[src/rtl/tmnt_snd_pkg.sv]
// Shared types and clock constants for the Z80 sound command path.
package tmnt_snd_pkg;

    typedef enum logic [1:0] {
        IRQ_IDLE   = 2'd0,
        IRQ_ASSERT = 2'd1,
        IRQ_ACK    = 2'd2
    } irq_state_t;

    // Default clock rates; the 640 kHz YM/NEC enables will reuse MAIN_HZ.
    localparam int Z80_HZ  = 3579545;
    localparam int MAIN_HZ = 24000000;

endpackage

[src/rtl/tmnt_sound_cmd_frac_cen.sv]
// Fractional NUM/DEN clock-enable generator: on average NUM pulses per DEN clocks.
module frac_cen #(
    parameter int NUM   = 3579545,
    parameter int DEN   = 24000000,
    parameter int ACC_W = 25
) (
    input  logic clk,
    input  logic rst_n,
    output logic cen
);

    localparam logic [ACC_W-1:0] NUM_W = ACC_W'(NUM);
    localparam logic [ACC_W-1:0] DEN_W = ACC_W'(DEN);

    logic [ACC_W-1:0] acc;
    logic [ACC_W-1:0] acc_n;
    logic             hit;

    // ACC_W is sized so acc + NUM never wraps.
    always_comb begin
        acc_n = acc + NUM_W;
        hit   = (acc_n >= DEN_W);
    end

    // Phase accumulator; the pulse is registered so it is one clock wide and glitch-free.
    always_ff @(posedge clk) begin
        if (!rst_n) begin
            acc <= '0;
            cen <= 1'b0;
        end else begin
            cen <= hit;
            acc <= hit ? (acc_n - DEN_W) : acc_n;
        end
    end

endmodule

[src/rtl/tmnt_sound_cmd.sv]
// Z80-side end of the 68k -> sound command path: sound latch, SNDON IRQ, Z80 clock enable.
//
// IRQ FSM
//   state      | meaning
//   IRQ_IDLE   | no request; waiting for a SNDON rising edge
//   IRQ_ASSERT | /INT low until the Z80 runs an interrupt-acknowledge cycle
//   IRQ_ACK    | /INT released; waiting for /M1 to end, rearm if SNDON rose meanwhile
module tmnt_sound_cmd
    import tmnt_snd_pkg::*;
#(
    parameter int CEN_NUM = Z80_HZ,
    parameter int CEN_DEN = MAIN_HZ,
    parameter int ACC_W   = 25
) (
    input  logic       clk_main,
    input  logic       nRESET,
    input  logic       SNDDT,
    input  logic       SNDON,
    input  logic [7:0] DB_IN,
    output logic       z80_cen,
    input  logic       z80_nM1,
    input  logic       z80_nIORQ,
    input  logic       z80_nLCS,
    output logic       z80_nINT,
    output logic [7:0] latch_dout,
    output logic       cmd_pending,
    output logic       cmd_overrun
);

    logic       snddt_q;
    logic       sndon_q;
    logic       lcs_q;
    logic       hist_valid;
    logic       wr_fall;
    logic       rd_rise;
    logic       sndon_rise;
    irq_state_t state;
    irq_state_t state_n;
    logic       rearm;
    logic       rearm_n;

    frac_cen #(
        .NUM   (CEN_NUM),
        .DEN   (CEN_DEN),
        .ACC_W (ACC_W)
    ) u_z80_cen (
        .clk   (clk_main),
        .rst_n (nRESET),
        .cen   (z80_cen)
    );

    // Edge decode. hist_valid suppresses a SNDON "edge" on the first clock after
    // reset, so a level held high through reset release never raises an IRQ.
    always_comb begin
        wr_fall    = snddt_q & ~SNDDT;
        rd_rise    = ~lcs_q & z80_nLCS;
        sndon_rise = hist_valid & ~sndon_q & SNDON;
    end

    // Strobe history registers, reset to the idle level of each strobe.
    always_ff @(posedge clk_main) begin
        if (!nRESET) begin
            snddt_q    <= 1'b1;
            sndon_q    <= 1'b0;
            lcs_q      <= 1'b1;
            hist_valid <= 1'b0;
        end else begin
            snddt_q    <= SNDDT;
            sndon_q    <= SNDON;
            lcs_q      <= z80_nLCS;
            hist_valid <= 1'b1;
        end
    end

    // Sound latch and status flags: a read clear on the same clock as a write
    // is applied first, so the new byte is pending without an overrun.
    always_ff @(posedge clk_main) begin
        if (!nRESET) begin
            latch_dout  <= 8'h00;
            cmd_pending <= 1'b0;
            cmd_overrun <= 1'b0;
        end else begin
            if (wr_fall) begin
                latch_dout  <= DB_IN;
                cmd_pending <= 1'b1;
                cmd_overrun <= (cmd_pending & ~rd_rise) | (cmd_overrun & ~rd_rise);
            end else if (rd_rise) begin
                cmd_pending <= 1'b0;
                cmd_overrun <= 1'b0;
            end
        end
    end

    // IRQ FSM next-state logic.
    always_comb begin
        state_n = state;
        rearm_n = rearm;
        unique case (state)
            IRQ_IDLE: begin
                if (sndon_rise) state_n = IRQ_ASSERT;
            end
            IRQ_ASSERT: begin
                if (!z80_nM1 && !z80_nIORQ) state_n = IRQ_ACK;
            end
            IRQ_ACK: begin
                if (z80_nM1) begin
                    state_n = (rearm || sndon_rise) ? IRQ_ASSERT : IRQ_IDLE;
                    rearm_n = 1'b0;
                end else if (sndon_rise) begin
                    rearm_n = 1'b1;
                end
            end
            default: begin
                state_n = IRQ_IDLE;
                rearm_n = 1'b0;
            end
        endcase
    end

    // IRQ FSM state register; /INT is registered from the next state.
    always_ff @(posedge clk_main) begin
        if (!nRESET) begin
            state    <= IRQ_IDLE;
            rearm    <= 1'b0;
            z80_nINT <= 1'b1;
        end else begin
            state    <= state_n;
            rearm    <= rearm_n;
            z80_nINT <= (state_n != IRQ_ASSERT);
        end
    end

endmodule

[config.mk]
export PLATFORM = sky130hd
export DESIGN_NAME = tmnt_sound_cmd
export DESIGN_NICKNAME = d
export VERILOG_FILES = /design/src/rtl/tmnt_snd_pkg.sv /design/src/rtl/tmnt_sound_cmd_frac_cen.sv /design/src/rtl/tmnt_sound_cmd.sv
export SDC_FILE = /design/constraint.sdc
export NUM_CORES = 1
export LEC_CHECK = 0
export CORE_UTILIZATION = 50
export DETAILED_ROUTE_END_ITERATION = 16
export GPL_TIMING_DRIVEN = 0
export PLACE_DENSITY = 0.82
export SYNTH_ARGS = -nofsm -noshare
export SYNTH_HDL_FRONTEND = slang
export SYNTH_SLANG_ARGS = --single-unit
[constraint.sdc]
create_clock -name clk_main -period 2.8 [get_ports clk_main]
set_input_delay 0.84 -clock clk_main [delete_from_list [all_inputs] [get_ports clk_main]]
set_output_delay 0.84 -clock clk_main [all_outputs]
set_load 0.03 [all_outputs]
==> qor.txt, run 1 <==
Outcome = finished with violations
Failing checks = design-rule violations, negative setup slack
Slew headroom = 62.10%
Fin. Hold Viols = 0
Core area = 5270 sq um
Worst-Margin Slew = 568.5 ps
Top cells by area, synth = dfxtp_1 (31%), nand2_1 (5.7%), a21oi_1 (4.8%)
TritonCTS Sinks = 44
Hpwl dp = 5125 microns
Kind of critical path = flip-flop to flip-flop
Num rows = 26
CTS Buffer Depth = 2
P per Cell Area = 1199 nW/um^2
RSZ-0062 raised after global routing = yes
Post-Synth Simple-Gate Area = 25.66%
Final Worst Setup Slack = -122.7 ps
Die area = 5921 sq um
Starting Density = 53.30%
Routed WL = 9206 microns
Clock Root Buffer = clkbuf_8
Fin crit period = 2923 ps
Final Skew = 12.10 ps
Layout Utilization = 74.48%
Adder-Cell Fraction of Synth Area = 0.8909%
DRC = 1
Syn Nets = 370
Number of antenna diodes = 0
Post-synth top area cell = dfxtp_1
Post-Syn Instances = 353
Primary FF master, synth = dfxtp_1
Crit path capture type = flip-flop
Synth unique cells = 62
Initial antenna violation count = 0
HP Class = flip-flop to flip-flop
H-tree levels = 2
Mux cell area share after synthesis = 2.138%
Cts hold-fix bufs = 0
Max VDD drop = 0.0007120 V
XOR/XNOR Fraction of Synth Area = 7.751%
Warnings, synthesis = 0
Num CTS Buffers = 5
Clk slew on worst S/H paths = 100 ps
Horiz. Die Dim = 76.95 microns
Yosys reg bits = 44
Final setup vio count = 7
Post-synth ARST share = 0%
CTS tree = yes
Most instantiated cells after synthesis = dfxtp_1 (44), nand2_1 (43), a21oi_1 (27)
Post-synthesis compound-gate area fraction = 27.57%
Synth Area per Inst = 7.957 sq um
Global Route Usage Sum = 26.27%
Buffers plus inverters on the worst setup path = 1
IO Pins = 27
Critical path required time = 3050 ps
Vias in the first global route = 2664
Crit-path max FO = 6
Die Y = 76.95 microns
Register area share after synthesis = 31.36%
Post-route ant nets = 0
Gr ovfl total = 0
Most frequent cell after synthesis = dfxtp_1
Area growth, synth to finish = 39.73%
IO buf count = 26
Worst-path cell chain = ha_4, a211oi_4, buf_4, o21ai_1, xnor2_1, ha_2, o211ai_4, nand3_4, o211a_4, or4_1, nand3_1
Slowest library cell on the worst path = or4_1
Maxcap violations = 0
Crit path DAT = 3170 ps
Top-area cell type share of the netlist area = 31.36%
Initial DRC Count = 255
Post-Syn Area = 2809 sq um
Routed vias = 3098
Slew Limit Fails = 0
Max incr delay on CP = 530 ps
Max Clk Rate = 342.2 MHz
RePlAce Congestion = 0.8789
First-pass GRT wire length = 12440 microns
Final total power = 4.704 mW
Routed vias/inst = 6.427
Critical path's top delay family = compound AO/OA/AOI/OAI gates
Clk_lat worst skew = 310 ps
Leakage power = 1.426 nW
Layout cells sized above 1 = 25.49%
Period Utilization, post-route = 104.4%
Final #Nets = 428
Largest net degree at the start of global routing = 16
Main combinational cell family by area after synthesis = compound AO/OA/AOI/OAI gates
Startpoint Class = flip-flop
Routed len/inst = 19.10 microns
Post-synth EDFFs = 0
Detailed Routing Iterations Pass 1 = 12
[path summary, 6_finish.rpt]
kind                         start                 to  slack [ps]  depth (start not counted)
setup / recovery  u_z80_cen.acc[0]  u_z80_cen.acc[14]        -120                         11
hold / removal       latch_dout[6]      latch_dout[6]         460                          2
setup reg to reg  u_z80_cen.acc[0]  u_z80_cen.acc[14]        -120                         11
hold reg to reg      latch_dout[6]      latch_dout[6]         460                          2
[metrics by stage]
| step | cell area [sq um] | worst slack [ps] | cells | setup TNS [ps] | hold slack [ps] |
|---|---|---|---|---|---|
| floorplan | 2816 | 7.647 | 353 | 0 | 437.1 |
| global placement | 3164 | -434.6 | 449 | -4239 | 443.3 |
| detailed placement | 3164 | -480.8 | 449 | -5405 | 449.6 |
| CTS | 3518 | 8.597 | 464 | 0 | 463.3 |
| global route | 3925 | -220.6 | 482 | -2308 | 496.9 |
| finish | 3925 | -122.7 | 482 | -321.3 | 459.1 |
[report_power, final]
part,switching (mW),leakage (nW),internal [mW]
logic,1.83,1.00,1.39
registers,0.190,0.368,0.763
clock network,0.255,0.0548,0.269
total,2.28,1.43,2.43
[sequential cells by signal, summed over array words and instances (netlist names)]
signal,cells
z80_nINT,1
snddt_q,1
latch_dout,8
state,2
u_z80_cen.acc,25
u_z80_cen.cen,1
lcs_q,1
cmd_pending,1
cmd_overrun,1
rearm,1
sndon_q,1
hist_valid,1
[cell type report]
cell class | count | area [sq um]
multi-input cells | 278 | 2178
fillers | 349 | 1345
flip-flops and latches | 44 | 897.1
repair buffers | 57 | 534.3
well taps | 70 | 87.58
plain buffers | 16 | 78.83
clock buffers | 5 | 68.82
clock inverters | 3 | 46.29
inverters | 9 | 33.78
[cells in the final DEF (no fill, tap or decap), drive strengths merged, types with 6 or more instances in the layout]
master	count
xor2	9
nor2	25
clkbuf	15
nand2	43
inv	10
and2	7
nor3	6
nand3	20
a21oi	27
a211oi	6
dfxtp	44
mux2i	6
o211ai	10
nand2b	10
nand4	9
buf	37
o21ai	21
and3	6
xnor2	15
clkdlybuf4s50	26
[cell families after synthesis]
logic type,count (synthesis)
XOR/XNOR,24
AO/OA/AOI/OAI,102
buffers and inverters,31
AND/OR/NAND/NOR,144
multiplexers,6
flip-flops,44
adder cells (fa/ha/maj),2
[what timing repair did]
action / CTS / global route
endpoints found under the setup margin: 17 / 17
buffers inserted: 11 / 20
pin swaps: 14 / 27
gates cloned: 0 / 0
gates resized for setup: 31 / 50
[layer usage]
metal  track usage (%)  routed length (microns)  vias up
li1                  -                        -     1415
met1             31.74                     3510     1449
met2             45.27                     4480      176
met3             4.762                      704       58
met4             11.35                      511        0
met5                 0                        0        -
[worst reg2reg max path, stage by stage (launching register included)]
cell and delay [ps]:
dfxtp_4 380, ha_4 190, a211oi_4 270, buf_4 170, o21ai_1 90, xnor2_1 170
ha_2 250, o211ai_4 260, nand3_4 140, o211a_4 310, or4_1 530, nand3_1 100
No activity file was read; power rests on OpenSTA's default activity.
==> run 2: changes to the inputs <==
--- a/config.mk
+++ b/config.mk
@@ -5,10 +5,12 @@
 export SDC_FILE = /design/constraint.sdc
 export NUM_CORES = 1
 export LEC_CHECK = 0
+export CAP_MARGIN = 20
 export CORE_UTILIZATION = 50
 export DETAILED_ROUTE_END_ITERATION = 16
 export GPL_TIMING_DRIVEN = 0
 export PLACE_DENSITY = 0.82
+export SLEW_MARGIN = 20
 export SYNTH_ARGS = -nofsm -noshare
 export SYNTH_HDL_FRONTEND = slang
 export SYNTH_SLANG_ARGS = --single-unit
==> results of run 2 <==
Final layout, timing and power as in run 1 (identical DEF).
